<file path="config.mk">
export PLATFORM = sky130hd
export DESIGN_NAME = mult_mac_sequencer_flat
export DESIGN_NICKNAME = d
export VERILOG_FILES = /design/src/rtl/mult_mac_sequencer_pkg.sv /design/src/rtl/mult_mac_sequencer_if.sv /design/src/rtl/mult_mac_sequencer_acc.sv /design/src/rtl/mult_mac_sequencer.sv /design/src/flat_wrapper.sv
export SDC_FILE = /design/constraint.sdc
export NUM_CORES = 1
export LEC_CHECK = 0
export ABC_AREA = 1
export CAP_MARGIN = 10
export CORE_MARGIN = 8
export CORE_UTILIZATION = 40
export DETAILED_ROUTE_END_ITERATION = 7
export PLACE_DENSITY_LB_ADDON = 0.25
export RECOVER_POWER = 25
export SETUP_SLACK_MARGIN = 0.05
export SLEW_MARGIN = 20
export SYNTH_ARGS = -nofsm -noshare
export SYNTH_HDL_FRONTEND = slang
export SYNTH_SLANG_ARGS = --single-unit
</file>
<file path="constraint.sdc">
create_clock -name clk -period 1.6 [get_ports clk]
set_input_delay 0.24 -clock clk [delete_from_list [all_inputs] [get_ports clk]]
set_output_delay 0.24 -clock clk [all_outputs]
set_load 0.05 [all_outputs]
</file>
<file path="src/rtl/mult_mac_sequencer_pkg.sv">
// Shared types and constants for the multiply-accumulate sequencer.
package mult_pkg;

    // Default configuration shared by the sequencer and its accumulator.
    localparam int unsigned WIDTH_DEF = 8;
    localparam int unsigned GUARD_DEF = 4;
    localparam int unsigned CNT_W_DEF = 8;

    function automatic int unsigned acc_width(input int unsigned w, input int unsigned g);
        return 2 * w + g;
    endfunction

    // The multiplier's bit counter is 5 bits wide, so operands cannot exceed 31 bits.
    function automatic bit width_ok(input int unsigned w);
        return (w >= 1) && (w <= 31);
    endfunction

    localparam int unsigned ACC_W    = acc_width(WIDTH_DEF, GUARD_DEF);
    localparam bit          WIDTH_OK = width_ok(WIDTH_DEF);

    typedef enum logic [1:0] {
        StIdle,
        StIssue,
        StArm,
        StWait
    } state_e;

endpackage

</file>
<file path="src/rtl/mult_mac_sequencer_if.sv">
// Operand stream into the sequencer: valid/ready handshake with a last marker.
interface mult_mac_sequencer_if #(
    parameter int unsigned WIDTH = 8
) ();
    logic             in_valid;
    logic             in_ready;
    logic [WIDTH-1:0] in_a;
    logic [WIDTH-1:0] in_b;
    logic             in_last;

    modport master (
        output in_valid,
        output in_a,
        output in_b,
        output in_last,
        input  in_ready
    );

    modport slave (
        input  in_valid,
        input  in_a,
        input  in_b,
        input  in_last,
        output in_ready
    );
endinterface

</file>
<file path="src/rtl/mult_mac_sequencer_acc.sv">
// Accumulator for the sequencer: running sum, term counter and result capture.
// Optional macro MAC_SATURATE_EN clamps the sum at all ones and adds acc_sat.
module mac_accumulator
    import mult_pkg::*;
#(
    parameter int unsigned AccW  = ACC_W,
    parameter int unsigned CNT_W = CNT_W_DEF,
    parameter int unsigned ProdW = 2 * WIDTH_DEF
) (
    input  logic             clk,
    input  logic             rst,
    input  logic             add_en_i,
    input  logic             last_i,
    input  logic [ProdW-1:0] product_i,
    output logic             acc_valid_o,
    output logic [AccW-1:0]  acc_out_o,
    output logic [CNT_W-1:0] acc_count_o
`ifdef MAC_SATURATE_EN
    ,
    output logic             acc_sat_o
`endif
);

    logic [AccW-1:0]  acc_q, acc_d;
    logic [CNT_W-1:0] cnt_q, cnt_d;
    logic [AccW-1:0]  out_q, out_d;
    logic [CNT_W-1:0] out_cnt_q, out_cnt_d;
    logic             valid_q, valid_d;
    logic [AccW:0]    sum_full;
    logic [AccW-1:0]  sum;
    logic [CNT_W-1:0] cnt_inc;

    // One extra bit catches the carry out of the ACC_W-wide sum.
    assign sum_full = {1'b0, acc_q} + {{(AccW + 1 - ProdW){1'b0}}, product_i};
    assign cnt_inc  = cnt_q + CNT_W'(1);

`ifdef MAC_SATURATE_EN
    logic sat_q, sat_d;
    logic sat_out_q, sat_out_d;
    logic term_sat;

    // Clamp the sum to all ones whenever the add carries out.
    always_comb begin
        term_sat = sum_full[AccW];
        sum      = term_sat ? {AccW{1'b1}} : sum_full[AccW-1:0];
    end
`else
    // Modulo 2^ACC_W: the carry is simply dropped.
    always_comb begin
        sum = sum_full[AccW-1:0];
    end
`endif

    // Next-state: accumulate on add_en, capture and clear on the last term.
    always_comb begin
        acc_d     = acc_q;
        cnt_d     = cnt_q;
        out_d     = out_q;
        out_cnt_d = out_cnt_q;
        valid_d   = 1'b0;
`ifdef MAC_SATURATE_EN
        sat_d     = sat_q;
        sat_out_d = sat_out_q;
`endif
        if (add_en_i) begin
            if (last_i) begin
                out_d     = sum;
                out_cnt_d = cnt_inc;
                valid_d   = 1'b1;
                acc_d     = '0;
                cnt_d     = '0;
`ifdef MAC_SATURATE_EN
                sat_out_d = sat_q | term_sat;
                sat_d     = 1'b0;
`endif
            end else begin
                acc_d = sum;
                cnt_d = cnt_inc;
`ifdef MAC_SATURATE_EN
                sat_d = sat_q | term_sat;
`endif
            end
        end
    end

    // State registers with synchronous reset.
    always_ff @(posedge clk) begin
        if (rst) begin
            acc_q     <= '0;
            cnt_q     <= '0;
            out_q     <= '0;
            out_cnt_q <= '0;
            valid_q   <= 1'b0;
`ifdef MAC_SATURATE_EN
            sat_q     <= 1'b0;
            sat_out_q <= 1'b0;
`endif
        end else begin
            acc_q     <= acc_d;
            cnt_q     <= cnt_d;
            out_q     <= out_d;
            out_cnt_q <= out_cnt_d;
            valid_q   <= valid_d;
`ifdef MAC_SATURATE_EN
            sat_q     <= sat_d;
            sat_out_q <= sat_out_d;
`endif
        end
    end

    assign acc_valid_o = valid_q;
    assign acc_out_o   = out_q;
    assign acc_count_o = out_cnt_q;
`ifdef MAC_SATURATE_EN
    assign acc_sat_o   = sat_out_q;
`endif

endmodule

</file>
<file path="src/rtl/mult_mac_sequencer.sv">
// Serial multiply-accumulate sequencer driving an external streamlined multiplier.
// Optional macro MAC_SATURATE_EN: saturating accumulation plus acc_sat output.
module mult_mac_sequencer
    import mult_pkg::*;
#(
    parameter int unsigned WIDTH = WIDTH_DEF,
    parameter int unsigned GUARD = GUARD_DEF,
    parameter int unsigned CNT_W = CNT_W_DEF,
    localparam int unsigned AccW = acc_width(WIDTH, GUARD)
) (
    input  logic                  clk,
    input  logic                  rst,
    mult_mac_sequencer_if.slave   in_if,
    output logic                  mult_start,
    output logic [WIDTH-1:0]      mult_ina,
    output logic [WIDTH-1:0]      mult_inb,
    input  logic [2*WIDTH-1:0]    mult_out,
    input  logic                  mult_ready,
    output logic                  acc_valid,
    output logic [AccW-1:0]       acc_out,
    output logic [CNT_W-1:0]      acc_count
`ifdef MAC_SATURATE_EN
    ,
    output logic                  acc_sat
`endif
);

    if (!width_ok(WIDTH) || !WIDTH_OK) begin : g_bad_width
        $error("mult_mac_sequencer: WIDTH must be in 1..31");
    end

    state_e           state_q, state_d;
    logic [WIDTH-1:0] ina_q, ina_d;
    logic [WIDTH-1:0] inb_q, inb_d;
    logic             last_q, last_d;
    logic             accept;
    logic             add_en;

    assign accept = (state_q == StIdle) && in_if.in_valid;
    assign add_en = (state_q == StWait) && mult_ready;

    // State register.
    always_ff @(posedge clk) begin
        if (rst) begin
            state_q <= StIdle;
        end else begin
            state_q <= state_d;
        end
    end

    // Next-state logic; ARM exists to skip the stale ready from the previous product.
    always_comb begin
        state_d = state_q;
        unique case (state_q)
            StIdle:  if (in_if.in_valid) state_d = StIssue;
            StIssue: state_d = StArm;
            StArm:   state_d = StWait;
            StWait:  if (mult_ready) state_d = StIdle;
            default: state_d = StIdle;
        endcase
    end

    // FSM outputs decoded from the current state.
    always_comb begin
        in_if.in_ready = (state_q == StIdle);
        mult_start     = (state_q == StIssue);
    end

    // Operand capture: held stable from the handshake until the return to IDLE.
    always_comb begin
        ina_d  = ina_q;
        inb_d  = inb_q;
        last_d = last_q;
        if (accept) begin
            ina_d  = in_if.in_a;
            inb_d  = in_if.in_b;
            last_d = in_if.in_last;
        end
    end

    // Operand and last-flag registers.
    always_ff @(posedge clk) begin
        if (rst) begin
            ina_q  <= '0;
            inb_q  <= '0;
            last_q <= 1'b0;
        end else begin
            ina_q  <= ina_d;
            inb_q  <= inb_d;
            last_q <= last_d;
        end
    end

    assign mult_ina = ina_q;
    assign mult_inb = inb_q;

    mac_accumulator #(
        .AccW  (AccW),
        .CNT_W (CNT_W),
        .ProdW (2 * WIDTH)
    ) u_acc (
        .clk         (clk),
        .rst         (rst),
        .add_en_i    (add_en),
        .last_i      (last_q),
        .product_i   (mult_out),
        .acc_valid_o (acc_valid),
        .acc_out_o   (acc_out),
        .acc_count_o (acc_count)
`ifdef MAC_SATURATE_EN
        ,
        .acc_sat_o   (acc_sat)
`endif
    );

endmodule

</file>
<file path="src/flat_wrapper.sv">
// flat-port wrapper written by rule: the top's interface ports become plain ports
module mult_mac_sequencer_flat import mult_pkg::*;
#(
    parameter int unsigned WIDTH = WIDTH_DEF,
    parameter int unsigned GUARD = GUARD_DEF,
    parameter int unsigned CNT_W = CNT_W_DEF,
    localparam int unsigned AccW = acc_width(WIDTH, GUARD)
)
  (clk, rst, mult_start, mult_ina, mult_inb, mult_out, mult_ready, acc_valid, acc_out, acc_count, in_if_in_valid, in_if_in_a, in_if_in_b, in_if_in_last, in_if_in_ready);
  mult_mac_sequencer_if #(.WIDTH(WIDTH)) in_if_i ();
  input  logic clk;
  input  logic rst;
  output logic mult_start;
  output logic [WIDTH-1:0] mult_ina;
  output logic [WIDTH-1:0] mult_inb;
  input  logic [2*WIDTH-1:0] mult_out;
  input  logic mult_ready;
  output logic acc_valid;
  output logic [AccW-1:0] acc_out;
  output logic [CNT_W-1:0] acc_count;
  input wire logic [$bits(in_if_i.in_valid)-1:0] in_if_in_valid;
  input wire logic [$bits(in_if_i.in_a)-1:0] in_if_in_a;
  input wire logic [$bits(in_if_i.in_b)-1:0] in_if_in_b;
  input wire logic [$bits(in_if_i.in_last)-1:0] in_if_in_last;
  output wire logic [$bits(in_if_i.in_ready)-1:0] in_if_in_ready;
  assign in_if_i.in_valid = in_if_in_valid;
  assign in_if_i.in_a = in_if_in_a;
  assign in_if_i.in_b = in_if_in_b;
  assign in_if_i.in_last = in_if_in_last;
  assign in_if_in_ready = in_if_i.in_ready;
  mult_mac_sequencer #(.WIDTH(WIDTH), .GUARD(GUARD), .CNT_W(CNT_W)) u_core (.clk(clk), .rst(rst), .in_if(in_if_i), .mult_start(mult_start), .mult_ina(mult_ina), .mult_inb(mult_inb), .mult_out(mult_out), .mult_ready(mult_ready), .acc_valid(acc_valid), .acc_out(acc_out), .acc_count(acc_count));
endmodule
</file>
==> summary by stage <==
Clock tree
The tree built by TritonCTS fans out to 76 sinks. The tree is rooted in a sky130_fd_sc_hd__clkbuf_8. The H-tree was split into 3 levels. The insertion delay to the later sink of the worst-skew pair is approximately 0.36 ns. The maximum clock insertion buffer count is 2. The clock tree from TritonCTS is done. The number of buffers inserted during clock tree synthesis is 9.

Clock-pin slew was measured on the worst setup and hold paths at ~0.080 ns.

Detailed routing
The wire length on met3 is 645 microns. The first-pass detailed-route iteration total is 5. After detailed routing, the met2 layer carries just under 7 mm of wire.

The met1 layer wirelength in the final routing is between 5 and 6 mm. The routed length per placed instance is 15.4 microns. After detailed routing, no signal wire sits above met4. The starting DRC count in detailed routing is around 220.

After detailed routing, the number of remaining DRC violations is 0. Once detail routing completed, the nets flagged for antenna violations numbered 0. The total number of vias is 4,323.

Using the TritonRoute via totals, the vias-per-cell ratio works out to between 5 and 6. The total wire length after detailed routing is roughly 13 mm.

Floorplanning
The horizontal die dimension is 116 microns. The core region is about 9700 sq um. The site row count is 36. The I/O pin count is 84. The floorplan step defined a die boundary enclosing between 10,000 and 15,000 sq um. The initial cell density of the core is 0.412. The floorplan die height is approximately 120 microns.

Layout
The number of nets in the layout is around 780. The share of layout cells above drive strength 1 is 0.349. Compared with the post-synthesis result, the final layout area differs by 53.0%.

The multi-input logic area is about 2800 sq um. The share of the core filled with cells is 0.630. The final cell count without fillers is between 800 and 900.

The layout has 850 filler cells. Summing all non-filler instances in the final layout gives an area of between 6000 and 7000 sq um. The number of antenna cells inserted is 0.

The sequential cell area in the final layout is 1540 sq um.

Placed design
Once detailed placement completed, the half-perimeter wirelength came to a little under 9 mm. OpenSTA, run right after detailed placement, puts the worst setup slack at -0.582 ns. The final weighted congestion in routability-driven placement is about 0.93. After detailed placement, the total cell area comes to about 5200 sq um. The count of buffers inserted at the top-level ports is between 80 and 90. Once placement completed, the tool counted placed cells totaling about 820.

Logic synthesis
The area fraction in compound gates after synthesis is 0.157. During synthesis, Yosys emitted a total of 0 warnings. The number of enable flip-flop cells after synthesis is 0.

By area, the combinational part of the netlist is dominated by simple AND/OR/NAND/NOR gates. The unique cell type count in the Yosys netlist is 35. The basic-gate share of the synthesized area counting and, or, nand and nor cells is 0.287. The share of the Yosys chip area taken by registers is 0.380.

The adder and majority cell fraction of the synthesized area is 0.0706. The synthesized net count is 642. The post-synthesis register bit count is 76.

The commonest register cell after synthesis is sky130_fd_sc_hd__dfxtp_1. In the synthesized netlist, the number of instances is slightly below 600. The share of synthesized flip-flops with an asynchronous set or reset is 0. Summed over all instances, the cell type with the most area after synthesis is sky130_fd_sc_hd__dfxtp_1. The proportion of netlist area held by the largest area contributor is 0.380.

After synthesis, the share of cell area in mux cells is 0. Of the total synthesized cell area, the portion taken by XOR and XNOR cells is 0.0197. In the post-synthesis netlist, the biggest area contributors are sky130_fd_sc_hd__dfxtp_1, sky130_fd_sc_hd__nand2_1, sky130_fd_sc_hd__ha_1. Averaged over all synthesized cells, the footprint is 6.87 sq um. The mapped netlist covers about 4000 sq um.

Status
The flow ran to the end, but the final reports show violations. The checks that failed: negative setup slack.

Power
The net switching component of the power is about 0.0024 W. Power comes to 0.00608 W. The internal power of the cells totals about 0.0037 W.

The share of power burned in the clock network is 0.243. The largest voltage drop on the vdd net is approximately 0.00085 V. Of the total power, combinational logic draws 0.389. For this design the static power due to leakage is roughly 2.8 nW. The portion of total power attributed to sequential cells is 0.368. For this design the ratio of total power to cell area is roughly 990 nW/um^2. Of the total power, the share spent switching nets is 0.393.

STA
The final period utilization is 1.07. Setup violations remaining at the end of the flow were counted as 22. The slack of the critical path is -0.120 ns. The achievable frequency is 581 MHz. The final hold violation count was 0. Between clock sinks in the finished design, the worst skew comes to a little over 0.009 ns. For the finished layout, the period the worst path requires is approximately 1.7 ns. The final count of pins violating max slew came to 0. For the pin with the worst max-slew slack, the measured transition is between 0.6 and 0.7 ns.

The relative max-transition margin is 0.584. Setup repair after global routing could not meet its margin everywhere.

Global routing
The initial antenna violation count came to 0. Entering global routing, the biggest net connects 38 pins. Across every metal layer, demand over resource in global routing totals 0.189. Summed over all layers, the global routing overflow is 0. The number of global-route vias before repair is roughly 4,300. The first-pass GRT wire length is approximately 20 mm.

Flow run
The number of violations of the max-capacitance limit is 0.

Setup path
Along the worst path, the maximum fanout reaches 3. The start-to-end type of the worst setup path is reg2reg. The worst endpoint data arrival time is 2.00 ns. STA classifies the critical path endpoint as a flop. STA classifies the critical path startpoint as a flop. The critical path required time is roughly 1.9 ns.

Min path
The tightest min-delay check is of the in2reg type.
==> final cells by class <==
type | count | area share
Clock inverter | 6 | 0.0106
Clock buffer | 9 | 0.0202
Timing Repair inverter | 1 | 0.00122
Tap cell | 133 | 0.0271
Multi-Input combinational cell | 420 | 0.463
Inverter | 68 | 0.0433
Sequential cell | 76 | 0.252
Timing Repair Buffer | 140 | 0.182
==> cells by family after synthesis <==
family,Yosys count
adder cells (fa/ha/maj),22
XOR/XNOR,9
AND/OR/NAND/NOR,276
flip-flops,76
buffers and inverters,87
AO/OA/AOI/OAI,113
==> registers in the layout (all words and copies together) (netlist names) <==
signal                    flops
u_core.last_q                 1
u_core.u_acc.acc_count_o      8
u_core.state_q                2
u_core.u_acc.acc_valid_o      1
u_core.u_acc.acc_out_o       20
u_core.mult_ina               8
u_core.mult_inb               8
u_core.u_acc.acc_q           20
u_core.u_acc.cnt_q            8
==> power groups by stage <==
stage          sequential [W]  clock (W)  combinational (W)
6_report              0.00224    0.00148            0.00236
5_1_grt               0.00226    0.00159            0.00253
4_1_cts               0.00222    0.00150            0.00224
3_5_place_dp          0.00225          0            0.00210
3_3_place_gp          0.00224          0            0.00207
2_1_floorplan         0.00269          0           0.000891
==> metal layers <==
layer | GRT usage | vias to the layer above
li1 | - | 2127
met1 | 0.208 | 2032
met2 | 0.339 | 126
met3 | 0.0386 | 38
met4 | 0.0899 | 0
met5 | 0 | -
==> Yosys cell counts, types with 3 or more instances <==
library cell               instances
sky130_fd_sc_hd__nand3b_1          3
sky130_fd_sc_hd__nand3_1          29
sky130_fd_sc_hd__a21oi_1          46
sky130_fd_sc_hd__and2_1            3
sky130_fd_sc_hd__o21bai_1          8
sky130_fd_sc_hd__inv_1            65
sky130_fd_sc_hd__nor2_1           64
sky130_fd_sc_hd__nand4_1           4
sky130_fd_sc_hd__o21a_1            6
sky130_fd_sc_hd__a21o_1            3
sky130_fd_sc_hd__dfxtp_1          76
sky130_fd_sc_hd__clkbuf_1         10
sky130_fd_sc_hd__xor2_1            7
sky130_fd_sc_hd__o21ai_0          43
sky130_fd_sc_hd__ha_1             21
sky130_fd_sc_hd__nand2_1         157
sky130_fd_sc_hd__nand2_2           3
sky130_fd_sc_hd__buf_2             8
sky130_fd_sc_hd__or2_1             5
==> cells in the final DEF, fill, tap and decap left out, types with 4 or more instances in the layout <==
| cell type | netlist | routed |
|---|---|---|
| sky130_fd_sc_hd__nand2_1 | 157 | 107 |
| sky130_fd_sc_hd__buf_4 | 0 | 70 |
| sky130_fd_sc_hd__dfxtp_1 | 76 | 58 |
| sky130_fd_sc_hd__nor2_1 | 64 | 54 |
| sky130_fd_sc_hd__inv_1 | 65 | 52 |
| sky130_fd_sc_hd__o21ai_0 | 43 | 41 |
| sky130_fd_sc_hd__a21oi_1 | 46 | 39 |
| sky130_fd_sc_hd__nand2_2 | 3 | 35 |
| sky130_fd_sc_hd__clkdlybuf4s50_1 | 0 | 21 |
| sky130_fd_sc_hd__ha_4 | 0 | 18 |
| sky130_fd_sc_hd__clkbuf_1 | 10 | 18 |
| sky130_fd_sc_hd__dfxtp_2 | 0 | 18 |
| sky130_fd_sc_hd__nand2_4 | 0 | 17 |
| sky130_fd_sc_hd__nand3_1 | 29 | 17 |
| sky130_fd_sc_hd__dlygate4sd2_1 | 0 | 15 |
| sky130_fd_sc_hd__inv_2 | 2 | 12 |
| sky130_fd_sc_hd__nand3_2 | 2 | 10 |
| sky130_fd_sc_hd__clkbuf_8 | 0 | 9 |
| sky130_fd_sc_hd__o21bai_1 | 8 | 8 |
| sky130_fd_sc_hd__nor2_4 | 1 | 7 |
| sky130_fd_sc_hd__buf_6 | 1 | 7 |
| sky130_fd_sc_hd__nor2_2 | 2 | 6 |
| sky130_fd_sc_hd__o21a_1 | 6 | 6 |
| sky130_fd_sc_hd__clkbuf_2 | 0 | 5 |
| sky130_fd_sc_hd__a21oi_4 | 0 | 4 |
| sky130_fd_sc_hd__nand3_4 | 0 | 4 |
| sky130_fd_sc_hd__clkinvlp_4 | 0 | 4 |
| sky130_fd_sc_hd__xor2_2 | 0 | 4 |
| sky130_fd_sc_hd__nand4_1 | 4 | 4 |
| sky130_fd_sc_hd__a21oi_2 | 1 | 4 |
| sky130_fd_sc_hd__buf_12 | 0 | 4 |
==> metrics by stage <==
step | hold slack, ns | TNS (ns)
3_3_place_gp | 0.454 | -16.22
3_5_place_dp | 0.460 | -17.17
6_report | 0.437 | -1.40
4_1_cts | 0.432 | -0.912
5_1_grt | 0.442 | -3.81
2_1_floorplan | 0.358 | -0.166
==> critical path: stages (launching register included) <==
cell and delay [ns]:
sky130_fd_sc_hd__dfxtp_2 0.35, sky130_fd_sc_hd__ha_4 0.13, sky130_fd_sc_hd__inv_2 0.03, sky130_fd_sc_hd__fa_2 0.33, sky130_fd_sc_hd__inv_2 0.07, sky130_fd_sc_hd__nand3_2 0.08
sky130_fd_sc_hd__nand2_4 0.09, sky130_fd_sc_hd__nand2_2 0.06, sky130_fd_sc_hd__nand2_4 0.09, sky130_fd_sc_hd__nand3_4 0.08, sky130_fd_sc_hd__nand2_2 0.06, sky130_fd_sc_hd__nand2_1 0.05
sky130_fd_sc_hd__nand2_2 0.07, sky130_fd_sc_hd__nand2_1 0.04, sky130_fd_sc_hd__a21oi_1 0.10
==> what timing repair did <==
action / in CTS / in global routing
gates resized for setup: 107 / 82
gates cloned: 0 / 1
hold buffers: 0 / 0
hold endpoints to repair: 0 / 0
pin swaps: 45 / 50
buffers inserted: 11 / 5
endpoints found under the setup margin: 37 / 64
==> worst paths after layout <==
path / from / endpoint / slack, ns / cells after the start
worst min register to register: u_core.u_acc.cnt_q[7] / u_core.u_acc.cnt_q[7] / 0.47 / 2
worst min-delay path: mult_out[0] / u_core.u_acc.acc_out_o[0] / 0.44 / 4
worst max register to register: u_core.u_acc.acc_q[0] / u_core.u_acc.acc_q[14] / -0.12 / 14
worst max-delay path: u_core.u_acc.acc_q[0] / u_core.u_acc.acc_q[14] / -0.12 / 14
Power figures use the tool's default switching activity.
